File: src/rtl/cfg_regfile_pkg.sv
// cfg_regfile_pkg
// Shared definitions for the SPI configuration register file.
//   state_t       : transaction FSM states (IDLE, CMD, DATA)
//   CMD_WRITE_BIT : command-byte bit that selects write (1) or read (0)
//   CMD_ADDR_W    : width of the start address carried in the command byte
//   ADDR_MAX      : highest encodable address; the burst address saturates here
package cfg_regfile_pkg;

    typedef enum logic [1:0] {
        IDLE = 2'd0,
        CMD  = 2'd1,
        DATA = 2'd2
    } state_t;

    localparam int CMD_WRITE_BIT = 7;
    localparam int CMD_ADDR_W    = 7;

    localparam logic [CMD_ADDR_W-1:0] ADDR_MAX = '1;

endpackage

File: src/rtl/spi_input_sync.sv
// spi_input_sync
// Two-flop synchroniser for an asynchronous input, followed by a registered
// copy used for edge detection in the clk domain.
// Ports:
//   clk    : system clock
//   rst_n  : synchronous active-low reset
//   din    : asynchronous input
//   sync   : synchronised level
//   rise   : one-cycle pulse when the synchronised level goes 0 -> 1
//   fall   : one-cycle pulse when the synchronised level goes 1 -> 0
// RESET_LEVEL sets the level all stages hold during reset, which decides
// whether the first post-reset sample can look like an edge.
module spi_input_sync #(
    parameter logic RESET_LEVEL = 1'b0
) (
    input  logic clk,
    input  logic rst_n,
    input  logic din,
    output logic sync,
    output logic rise,
    output logic fall
);

    logic meta;
    logic stage;
    logic prev;

    // meta/stage form the synchroniser; prev is one cycle older for edge detect
    always_ff @(posedge clk) begin
        if (!rst_n) begin
            meta  <= RESET_LEVEL;
            stage <= RESET_LEVEL;
            prev  <= RESET_LEVEL;
        end else begin
            meta  <= din;
            stage <= meta;
            prev  <= stage;
        end
    end

    assign sync = stage;
    assign rise = stage & ~prev;
    assign fall = ~stage & prev;

endmodule

File: src/rtl/spi_cfg_regfile.sv
// spi_cfg_regfile
// SPI (mode 0) addressed, double-buffered configuration register file.
// SPI writes land in shadow registers; dirty shadows are copied into the
// active registers on frame_tick (or right after each write when
// COMMIT_ON_FRAME = 0) so a display never sees a half-updated configuration.
// Ports:
//   clk, rst_n   : system clock, synchronous active-low reset
//   ss           : SPI select, active-low, asynchronous
//   sclk, mosi   : SPI clock and data in (MSB first), asynchronous
//   miso         : SPI data out, 0 whenever ss is high
//   frame_tick   : one-cycle pulse at the start of vertical blanking
//   config_flat  : all active registers, register i at [i*REG_WIDTH +: REG_WIDTH]
//   update       : one-cycle pulse the cycle after a commit
//   busy         : high while a transaction is in progress
module spi_cfg_regfile
    import cfg_regfile_pkg::*;
#(
    parameter int NUM_REGS        = 4,
    parameter int REG_WIDTH       = 32,
    parameter logic [NUM_REGS*REG_WIDTH-1:0] RESET_VALUE = {96'h0, 32'hBBFC_0000},
    parameter bit COMMIT_ON_FRAME = 1'b1
) (
    input  logic                          clk,
    input  logic                          rst_n,
    input  logic                          ss,
    input  logic                          sclk,
    input  logic                          mosi,
    output logic                          miso,
    input  logic                          frame_tick,
    output logic [NUM_REGS*REG_WIDTH-1:0] config_flat,
    output logic                          update,
    output logic                          busy
);

    localparam int IDX_W = (NUM_REGS > 1) ? $clog2(NUM_REGS) : 1;
    localparam int CNT_W = $clog2(REG_WIDTH);

    localparam logic [CNT_W-1:0]      LAST_CMD_BIT  = CNT_W'(7);
    localparam logic [CNT_W-1:0]      LAST_DATA_BIT = CNT_W'(REG_WIDTH - 1);
    localparam logic [CMD_ADDR_W:0]   REG_COUNT     = (CMD_ADDR_W + 1)'(NUM_REGS);

    function automatic logic in_range(input logic [CMD_ADDR_W-1:0] a);
        return {1'b0, a} < REG_COUNT;
    endfunction

    logic ss_sync;
    logic ss_rise;
    logic ss_fall;
    logic sclk_sync;
    logic sclk_rise;
    logic sclk_fall;
    logic mosi_meta;
    logic mosi_sync;

    state_t                  state;
    logic [CNT_W-1:0]        bit_cnt;
    logic [REG_WIDTH-1:0]    shift_in;
    logic [REG_WIDTH-1:0]    tx;
    logic [CMD_ADDR_W-1:0]   addr;
    logic                    is_write;
    logic [NUM_REGS-1:0]     dirty;
    logic                    commit_done;
    logic [REG_WIDTH-1:0]    active [NUM_REGS];
    logic [REG_WIDTH-1:0]    shadow [NUM_REGS];

    logic [7:0]              cmd_byte;
    logic [REG_WIDTH-1:0]    word_in;
    logic [CMD_ADDR_W-1:0]   addr_next;
    logic [CMD_ADDR_W-1:0]   rd_addr;
    logic [REG_WIDTH-1:0]    rd_word;
    logic                    commit;

    // The select synchroniser resets low so that a select already held low
    // through reset never looks like a fresh falling edge; a transaction cut
    // by reset is only restarted after ss rises and falls again.
    spi_input_sync #(.RESET_LEVEL(1'b0)) u_ss_sync (
        .clk   (clk),
        .rst_n (rst_n),
        .din   (ss),
        .sync  (ss_sync),
        .rise  (ss_rise),
        .fall  (ss_fall)
    );

    spi_input_sync #(.RESET_LEVEL(1'b0)) u_sclk_sync (
        .clk   (clk),
        .rst_n (rst_n),
        .din   (sclk),
        .sync  (sclk_sync),
        .rise  (sclk_rise),
        .fall  (sclk_fall)
    );

    logic unused_sync;
    assign unused_sync = &{1'b0, ss_rise, sclk_sync};

    // mosi needs the same two-stage delay as sclk so the bit is aligned with
    // the detected rising edge, but no edge detection of its own
    always_ff @(posedge clk) begin
        if (!rst_n) begin
            mosi_meta <= 1'b0;
            mosi_sync <= 1'b0;
        end else begin
            mosi_meta <= mosi;
            mosi_sync <= mosi_meta;
        end
    end

    // Words completed on this rising edge, the next burst address, and the
    // word the TX shifter should load for a read (command end or boundary)
    always_comb begin
        cmd_byte  = {shift_in[6:0], mosi_sync};
        word_in   = {shift_in[REG_WIDTH-2:0], mosi_sync};
        addr_next = (addr == ADDR_MAX) ? addr : addr + 1'b1;
        rd_addr   = (state == CMD) ? cmd_byte[CMD_ADDR_W-1:0] : addr_next;
        rd_word   = '0;
        if (in_range(rd_addr)) begin
            rd_word = active[rd_addr[IDX_W-1:0]];
        end
        commit = COMMIT_ON_FRAME ? (frame_tick && (|dirty)) : (|dirty);
    end

    // Transaction FSM, shift registers, shadow/dirty bookkeeping and commit.
    // The commit loop runs first so that a shadow write on the same cycle
    // re-marks its register dirty and keeps the new word for the next commit,
    // while the active copy takes the older shadow value.
    always_ff @(posedge clk) begin
        if (!rst_n) begin
            state       <= IDLE;
            bit_cnt     <= '0;
            shift_in    <= '0;
            tx          <= '0;
            addr        <= '0;
            is_write    <= 1'b0;
            dirty       <= '0;
            commit_done <= 1'b0;
            update      <= 1'b0;
            for (int i = 0; i < NUM_REGS; i++) begin
                active[i] <= RESET_VALUE[i*REG_WIDTH +: REG_WIDTH];
                shadow[i] <= RESET_VALUE[i*REG_WIDTH +: REG_WIDTH];
            end
        end else begin
            commit_done <= commit;
            update      <= commit_done;

            for (int i = 0; i < NUM_REGS; i++) begin
                if (commit && dirty[i]) begin
                    active[i] <= shadow[i];
                    dirty[i]  <= 1'b0;
                end
            end

            if (ss_sync) begin
                state   <= IDLE;
                bit_cnt <= '0;
                tx      <= '0;
            end else begin
                case (state)
                    IDLE: begin
                        if (ss_fall) begin
                            state   <= CMD;
                            bit_cnt <= '0;
                            tx      <= '0;
                        end
                    end

                    CMD: begin
                        if (sclk_rise) begin
                            shift_in <= word_in;
                            if (bit_cnt == LAST_CMD_BIT) begin
                                state    <= DATA;
                                bit_cnt  <= '0;
                                is_write <= cmd_byte[CMD_WRITE_BIT];
                                addr     <= cmd_byte[CMD_ADDR_W-1:0];
                                tx       <= cmd_byte[CMD_WRITE_BIT] ? '0 : rd_word;
                            end else begin
                                bit_cnt <= bit_cnt + 1'b1;
                            end
                        end
                    end

                    DATA: begin
                        if (sclk_rise) begin
                            shift_in <= word_in;
                            if (bit_cnt == LAST_DATA_BIT) begin
                                bit_cnt <= '0;
                                addr    <= addr_next;
                                if (is_write) begin
                                    if (in_range(addr)) begin
                                        shadow[addr[IDX_W-1:0]] <= word_in;
                                        dirty[addr[IDX_W-1:0]]  <= 1'b1;
                                    end
                                end else begin
                                    tx <= rd_word;
                                end
                            end else begin
                                bit_cnt <= bit_cnt + 1'b1;
                            end
                        end else if (sclk_fall && (bit_cnt != '0)) begin
                            // The falling edge right after a load is skipped so
                            // the freshly loaded MSB stays up for the master's
                            // first sampling edge of the word.
                            tx <= {tx[REG_WIDTH-2:0], 1'b0};
                        end
                    end

                    default: begin
                        state <= IDLE;
                    end
                endcase
            end
        end
    end

    genvar g;
    generate
        for (g = 0; g < NUM_REGS; g++) begin : g_flat
            assign config_flat[g*REG_WIDTH +: REG_WIDTH] = active[g];
        end
    endgenerate

    assign miso = (state == DATA) && !ss && tx[REG_WIDTH-1];
    assign busy = (state != IDLE);

endmodule

File: config.mk
export PLATFORM = sky130hd
export DESIGN_NAME = spi_cfg_regfile
export DESIGN_NICKNAME = d
export VERILOG_FILES = /design/src/rtl/cfg_regfile_pkg.sv /design/src/rtl/spi_input_sync.sv /design/src/rtl/spi_cfg_regfile.sv
export SDC_FILE = /design/constraint.sdc
export NUM_CORES = 1
export LEC_CHECK = 0
export ABC_AREA = 1
export ABC_CLOCK_PERIOD_IN_PS = 10010
export BUFFER_PORTS_ARGS = -buffer_cell sky130_fd_sc_hd__buf_2
export CAP_MARGIN = 5
export CORE_MARGIN = 3
export CORE_UTILIZATION = 50
export CTS_CLUSTER_DIAMETER = 40
export DETAILED_ROUTE_END_ITERATION = 10
export MAX_ROUTING_LAYER = met4
export PLACE_DENSITY = 0.76
export SETUP_SLACK_MARGIN = 0.02
export SLEW_MARGIN = 5
export SYNTH_ARGS = -nofsm -noshare
export SYNTH_HDL_FRONTEND = slang
export SYNTH_SLANG_ARGS = --single-unit
File: constraint.sdc
create_clock -name clk -period 10.01 [get_ports clk]
set_input_delay 1.001 -clock clk [delete_from_list [all_inputs] [get_ports clk]]
set_output_delay 1.001 -clock clk [all_outputs]
set_load 0.02 [all_outputs]
### Word level (Yosys, flattened, before mapping)

Memory sizes are Yosys's and may differ from the RTL's.
Cells that the tools add are included.

| word-level totals | value |
|---|---|
| flip-flop bits (word level) | 92 |
| bits in latches | 0 |
| RAM bits | 256 |
| ROM bits | 0 |
| bits of input ports | 6 |
| output and inout port bits | 131 |
| word-level logic and storage cells | 147 |
| memories kept | 2 |

Memory list:

| memory | words | bits a word | read ports | clocked after Yosys merged registers in | write ports | RTL line | RTL |
|---|---|---|---|---|---|---|---|
| active | 4 | 32 | 5 | 0 | 4 | spi_cfg_regfile.sv:63 | `logic [REG_WIDTH-1:0] active [NUM_REGS];` |
| shadow | 4 | 32 | 4 | 0 | 4 | spi_cfg_regfile.sv:64 | `logic [REG_WIDTH-1:0] shadow [NUM_REGS];` |

| operators by class | value |
|---|---|
| $add $sub $neg | 2 |
| multiply operators | 0 |
| div/mod/pow operators | 0 |
| order comparisons | 4 |
| eq/ne operators | 13 |
| shift operators | 0 |
| mux-type cells | 71 |
| bitwise logic cells | 13 |
| reductions and logical operators | 25 |

Operators with widths:

| operator | number |
|---|---|
| $mux 32 | 14 |
| $pmux 32 s3 | 1 |
| $mux 7 | 6 |
| $reduce_or 32->1 | 1 |
| $mux 1 | 31 |
| $mux 5 | 5 |
| $mux 4 | 6 |
| $pmux 5 s3 | 1 |
| $lt 7x3->1 const B | 2 |
| $pmux 7 s2 | 1 |
| $reduce_and 4->1 | 3 |
| $logic_and 1x1->1 | 9 |
| $ne 3x3->1 const B | 3 |
| $mux 2 | 4 |
| $ne 2x2->1 const B | 4 |
| $add 7x1->7 const B | 1 |
| $eq 7x7->1 const B | 1 |
| $reduce_and 7->1 | 1 |
| $pmux 2 s3 | 1 |
| $reduce_and 6->1 | 1 |
| $add 5x1->5 const B | 1 |
| $eq 5x3->1 const B | 1 |
| $eq 5x5->1 const B | 1 |
| $not 1->1 | 5 |
| other kinds (17) | 24 |

### Logic depth before layout (Yosys ltp)

Gate-level depths: netlist of the first run.

| depth | value |
|---|---|
| word-level depth | 12 |
| depth in mapped cells | 15 |
| depth with buffers taken out | 14 |

### Hierarchy

From an unflattened synthesis of the first run, not the netlist that was laid out.

| unflattened totals | value |
|---|---|
| cells, all modules | 1658 |
| area, all modules | 15125.8 um^2 |

By module, submodules not included:

| module | times used | cells each | area an instance (um^2) |
|---|---|---|---|
| spi_cfg_regfile | 1 | 1632 | 14925.6 |
| spi_input_sync | 2 | 13 | 100.1 |

### Worst setup path before layout of the first run

No wires, ideal clock.

| timing path | value |
|---|---|
| path kind | input port to flip-flop |
| start point | input frame_tick |
| end point | memory active[0][0], enable pin |
| setup time | 0.466 ns |
| data arrival time | 3.688 ns |
| required time | 9.544 ns |
| setup slack | 5.856 ns |
| stages | 4 |
| path buffers | 0 |
| cell sequence | inv_1 -> a41oi_1 -> inv_1 -> o21ai_0 |

RTL lines:

| element | RTL line | RTL |
|---|---|---|
| start: declaration | spi_cfg_regfile.sv:29 | `input logic frame_tick,` |
| end: declaration | spi_cfg_regfile.sv:63 |  |

==> results of run 1 <==
[routing by layer]
layer  part of all wire (%)  global-route usage (%)  vias to the layer above
met1                     40                    32.3                     5653
li1                       -                       -                     5547
met2                     47                    40.3                      632
met4                    3.7                    10.5                        0
met3                    9.4                    5.09                      136
met5                      0                       -                        -
[where the power goes]
part	total, mW	internal (mW)	switching, mW
sequential	1.67	1.61	0.0558
clock	1.54	0.901	0.635
combinational	1.38	0.348	1.03
total	4.58	2.86	1.72
[cells by family (layout without fill, tap and decap cells)]
group / Yosys count / after routing / synth area share, %
fa+ha+maj: 11 / 11 / 0.888
other cells: 0 / 1 / 0
flops: 348 / 348 / 61.5
simple gates: 751 / 751 / 21.5
compound gates: 146 / 146 / 5.73
buf+inv: 405 / 560 / 10.4
[Yosys cell counts (4+ instances only)]
cell type / number
inv_1: 317
nand2_1: 282
edfxtp_1: 256
nor2_1: 223
nand3_1: 155
dfxtp_1: 92
a21oi_1: 57
clkbuf_1: 46
o21ai_0: 45
nor3_1: 36
a21oi_2: 24
nand3_2: 23
buf_2: 20
or2_2: 13
ha_1: 11
buf_4: 8
a221oi_1: 5
buf_6: 5
inv_2: 4
nand2_2: 4
[path summary, 6_finish.rpt]
kind	start	endpoint	slack (ns)
max	rst_n	shadow[0][16]	5.97
min	mosi_meta	mosi_sync	0.41
max reg2reg	state[0]	shadow[0][16]	6.07
min reg2reg	mosi_meta	mosi_sync	0.41
[final cells by class]
cell class	count	share of cell area, %
inverters	323	6.78
diodes	1	0.0140
multi-input cells	908	24.7
clock buffers	56	6.56
well taps	390	2.72
flip-flops and latches	348	53.2
clock inverters	24	1.38
repair buffers	157	4.68
[through the flow]
step                utilization (%)  cell area (um^2)
finish                         59.5             17900
global route                   59.5             17900
CTS                            59.5             17900
detailed placement             54.8             16500
global placement               54.8             16500
floorplan                         -             15500
[sequential cells by signal, indices dropped and copies added, names as in the netlist, 2 cells and up]
signal / cells
addr: 7
tx: 32
state: 2
shadow: 128
bit_cnt: 5
active: 128
shift_in: 31
dirty: 4
[critical path, stage by stage]
cell and delay (ns):
buf_2 0.07, buf_4 0.50, clkinv_1 0.47, nor2_1 0.36
inv_2 0.07, nor3_2 0.61, inv_2 0.37, nand2_1 0.33
buf_4 0.40
==> impl_metrics.json, run 1 <==
{
  "synthFlopType": "edfxtp_1",
  "routed_wl_mm": 41.5,
  "finalHoldViolations": 0,
  "stdcell_count": 2207,
  "fin_skew_ns": 0.0194,
  "syn-num-nets": 1678,
  "post-place-ws_ns": 5.50,
  "holdWs_ns": 0.413,
  "clk_pin_slew_ns": 0.05,
  "seq_area_frac_synth_pct": 61.5,
  "fp-row-count": 63,
  "core_area_um2": 30100,
  "synth_top_area_cell": "edfxtp_1",
  "clockRootBuffer": "clkbuf_16",
  "syn_inst": 1661,
  "yosys_warnings": 0,
  "slew_violations": 0,
  "gr-usage-all-layers_pct": 25.5,
  "gp_congestion": 0.881,
  "viasPerCell": 5.42,
  "period_needed_ns": 4.04,
  "cts_resized": 0,
  "status": "finished clean",
  "reg2reg_depth": 11,
  "slew_headroom_pct": 16.2,
  "cp-end-kind": "register",
  "synth_seq_cells": 348,
  "final_layout_size_suffix_gt1_share_pct": 17.4,
  "arrival_ns": 4.23,
  "leakagePower_nw": 7.46,
  "multi_input_comb_area_um2": 4430,
  "path_class": "input pin to register",
  "crit_fanout": 55,
  "rsz0062_at_grt": "no",
  "num-fill-cells": 2459,
  "ir_worst_vdd_v": 0.000151,
  "htreeDepth": 2,
  "hold_path.class": "register to register",
  "dr.pass1.iters": 6,
  "maxCapViolations": 0,
  "layout.area.seq_um2": 9530,
  "die_area_um2": 33100,
  "clk_latency_ns": 0.55,
  "startpoint_type": "input pin",
  "post-cts-setup-buffer-count": 0,
  "wl_per_cell_um": 18.8,
  "antenna_found_initial": 1,
  "grt_max_degree": 65,
  "async_reset_ff_share_pct": 0,
  "dpl.hpwl_mm": 25.3,
  "fmax_ghz": 0.248,
  "grt_pass1_vias": 11867,
  "synth.area.top_cells": "edfxtp_1 (50%), dfxtp_1 (12%), inv_1 (7.7%), nand2_1 (6.8%), nor2_1 (5.4%)",
  "io_pins": 137,
  "die_height_um": 182,
  "grt.overflow.total": 0,
  "p_per_area_nw_per_um2": 256,
  "initial_core_util_pct": 51.5,
  "cts_tree": "done",
  "portBuffers": 136,
  "cts.path.max_buffers": 3,
  "dr_total_vias": 11968,
  "cp_data_required_time_ns": 10.21,
  "ant_nets": 0,
  "ctsHoldBuffers": 0,
  "cts_buffers": 43,
  "power_mw": 4.58,
  "post-route-worst-setup-slack_ns": 5.97,
  "clock-sinks": 348,
  "final_cell_mix": "inv_1 (317), nand2_1 (281), edfxtp_1 (256)",
  "hold_depth": 2,
  "finalSetupTns_ns": 0,
  "grt_pass1_wl_mm": 64.4,
  "drtIter0Drc": 1158,
  "synth_top_area_share_pct": 49.6,
  "synth_area_um2": 15500,
  "period_share_pct": 40.3,
  "final_nets": 1798,
  "chipWidth_um": 182,
  "avgSynthCellArea_um2": 9.33,
  "drc": 0,
  "worstMarginPinSlew_ns": 1.25,
  "area_growth_pct": 15.7,
  "synth_cell_types": 40,
  "layout_commonest_cell": "inv_1",
  "dpl.cell_count": 2126,
  "setup_viol": 0,
  "synth_edf_count": 256
}
(Power assumes the default switching activity.)
==> inputs of run 2 (changes only) <==
--- a/config.mk
+++ b/config.mk
@@ -6,7 +6,7 @@
 export NUM_CORES = 1
 export LEC_CHECK = 0
 export ABC_AREA = 1
-export ABC_CLOCK_PERIOD_IN_PS = 10010
+export ABC_CLOCK_PERIOD_IN_PS = 4000
 export BUFFER_PORTS_ARGS = -buffer_cell sky130_fd_sc_hd__buf_2
 export CAP_MARGIN = 5
 export CORE_MARGIN = 3
==> constraint.sdc (replaced) <==
create_clock -name clk -period 4 [get_ports clk]
set_input_delay 0.4 -clock clk [delete_from_list [all_inputs] [get_ports clk]]
set_output_delay 0.4 -clock clk [all_outputs]
set_load 0.02 [all_outputs]
==> run 2 against run 1 <==
  * Die area unchanged
  * Worst setup slack got worse by 5.3 ns
  * Final cell count increased by 0.36%
  * Register-to-register slack got worse by 5.4 ns
  * First-iteration DRC count increased by 2.0%
  * Critical path depth increased by 6
  * Non-clock buffer count increased by 9
  * Via count decreased by 1.3%
  * Worst hold slack got worse by 0.35 ns
  * Combinational power increased by 140%
  * Final area increased by 1.2%
  * Routed wire length decreased by 2.6%
  * Critical path type is now register to register
==> impl_metrics.json, run 2 (synthesized netlist as in run 1, its figures left out) <==
{
  "initial_core_util_pct": 51.5,
  "final_nets": 1807,
  "area_growth_pct": 17.1,
  "core_area_um2": 30100,
  "cp_data_required_time_ns": 4.38,
  "viasPerCell": 5.33,
  "slowest_delay_ns": 0.54,
  "startpoint_type": "register",
  "stdcell_count": 2215,
  "grt_max_degree": 65,
  "die_area_um2": 33100,
  "slew_violations": 0,
  "period_share_pct": 83.8,
  "cp-end-kind": "register",
  "grt_pass1_wl_mm": 62.5,
  "p_sw_share_pct": 35.5,
  "holdCritStartpoint": "sclk",
  "cts_buffers": 43,
  "reg.largest.list": "active (128), shadow (128), tx (32)",
  "combPwrFrac_pct": 28.8,
  "grt_use_met2_pct": 40.7,
  "worstMarginPinSlew_ns": 1.26,
  "status": "finished clean",
  "ant_nets": 0,
  "routed_wl_mm": 40.4,
  "cts_tree": "done",
  "r2r_setup_slack_ns": 0.65,
  "clockRootBuffer": "clkbuf_16",
  "reg2reg_depth": 15,
  "cts.path.max_buffers": 3,
  "die_height_um": 182,
  "leakagePower_nw": 7.60,
  "holdWs_ns": 0.0613,
  "final_layout_size_suffix_gt1_share_pct": 18.0,
  "rsz0062_at_grt": "no",
  "seq_power_share_pct": 35.9,
  "clk_latency_ns": 0.54,
  "gr-usage-all-layers_pct": 24.7,
  "r2r_end": "tx[8]",
  "period_needed_ns": 3.35,
  "wl_per_cell_um": 18.3,
  "finalSetupTns_ns": 0,
  "maxCapViolations": 0,
  "antenna_found_initial": 0,
  "met3_usage_pct": 4.45,
  "switchingPower_mw": 4.13,
  "top_usage_layer": "met2",
  "dpl.cell_count": 2135,
  "path_class": "register to register",
  "num-fill-cells": 2466,
  "arrival_ns": 3.73,
  "path_cells": "ha_1 -> inv_1 -> nor2_4 -> nand2_4 -> nand2_2 -> nand3_2 -> nand2_2 -> buf_4 -> nand2_1 -> nand3_1 -> nand2_1 -> nand2_1 -> nand2_1 -> nand2_1 -> a21oi_2",
  "hold_path.class": "input pin to register",
  "cp_common_cell": "nand2_1",
  "slew_headroom_pct": 15.9,
  "setup_viol": 0,
  "htreeDepth": 2,
  "fin_skew_ns": 0.0199,
  "finalHoldViolations": 0,
  "post-cts-setup-buffer-count": 0,
  "hold-path-endpoint": "u_sclk_sync.meta",
  "crit_fanout": 26,
  "ctsHoldBuffers": 0,
  "crit_slowest_cell": "nand3_2",
  "drtIter0Drc": 1181,
  "portBuffers": 136,
  "grt_use_met1_pct": 30.8,
  "chipWidth_um": 182,
  "fp-row-count": 63,
  "cts_resized": 0,
  "ir_worst_vdd_v": 0.000431,
  "grt_pass1_vias": 11439,
  "hold_depth": 3,
  "io_pins": 137,
  "layout_commonest_cell": "inv_1",
  "fmax_ghz": 0.298,
  "dr_total_vias": 11815,
  "diodes": 0,
  "p_int_mw": 7.50,
  "gp_congestion": 0.897,
  "clock-sinks": 348,
  "dpl.hpwl_mm": 25.9,
  "dr.pass1.iters": 5,
  "drc": 0,
  "regToRegStartpoint": "addr[0]",
  "final_cell_mix": "inv_1 (317), nand2_1 (281), edfxtp_1 (256)",
  "grt.overflow.total": 0,
  "clk_pin_slew_ns": 0.06,
  "clkPwrFrac_pct": 35.2,
  "p_per_area_nw_per_um2": 641
}
[run 2: routing by layer]
metal	up-vias	part of all wire, %
li1	5562	-
met1	5545	38
met2	598	49
met3	110	9.7
met4	0	3.6
met5	-	0
[run 2: power groups by stage]
stage / Sequential, mW / Clock [mW] / Combinational [mW]
3_5_place_dp: 4.25 / 0 / 3.29
5_1_grt: 4.19 / 4.29 / 3.69
6_report: 4.18 / 4.10 / 3.35
2_1_floorplan: 4.27 / 0 / 2.46
4_1_cts: 4.17 / 4.14 / 3.32
3_3_place_gp: 4.24 / 0 / 3.21
[run 2: worst max-delay path by stage]
| stage | end | from | depth (start not counted) |
|---|---|---|---|
| 2_1_floorplan | shadow[2][0] | bit_cnt[0] | 8 |
| 3_3_place_gp | tx[18] | addr[0] | 15 |
| 3_5_place_dp | tx[8] | addr[0] | 15 |
| 4_1_cts | tx[8] | addr[0] | 15 |
| 5_1_grt | tx[18] | addr[0] | 15 |
| 6_report | tx[8] | addr[0] | 15 |
[run 2: final cells by class]
type	instances	area [um^2]	share of cell area, %
timing repair buffer	166	943	5.20
clock inverter	27	355	1.96
clock buffer	53	1200	6.60
sequential	348	9530	52.5
inverter	323	1210	6.70
multi-input combinational	908	4410	24.3
tap	390	488	2.69
[run 2: metrics by stage]
stage	util [%]	instance area [um^2]	total power, mW	worst slack [ns]
floorplan	-	15500	6.73	0.0950
global route	60.2	18100	12.2	0.457
detailed placement	55.1	16600	7.54	0.708
CTS	60.2	18100	11.6	0.674
finish	60.2	18100	11.6	0.648
global placement	55.1	16600	7.45	0.913
[run 2: worst max-delay path: cells and delay by family, from the launching register on]
kind	cells	cell delay, ns
simple gates	11	1.86
buf+inv	2	0.49
compound gates	1	0.06
fa+ha+maj	1	0.25
flops	1	0.51
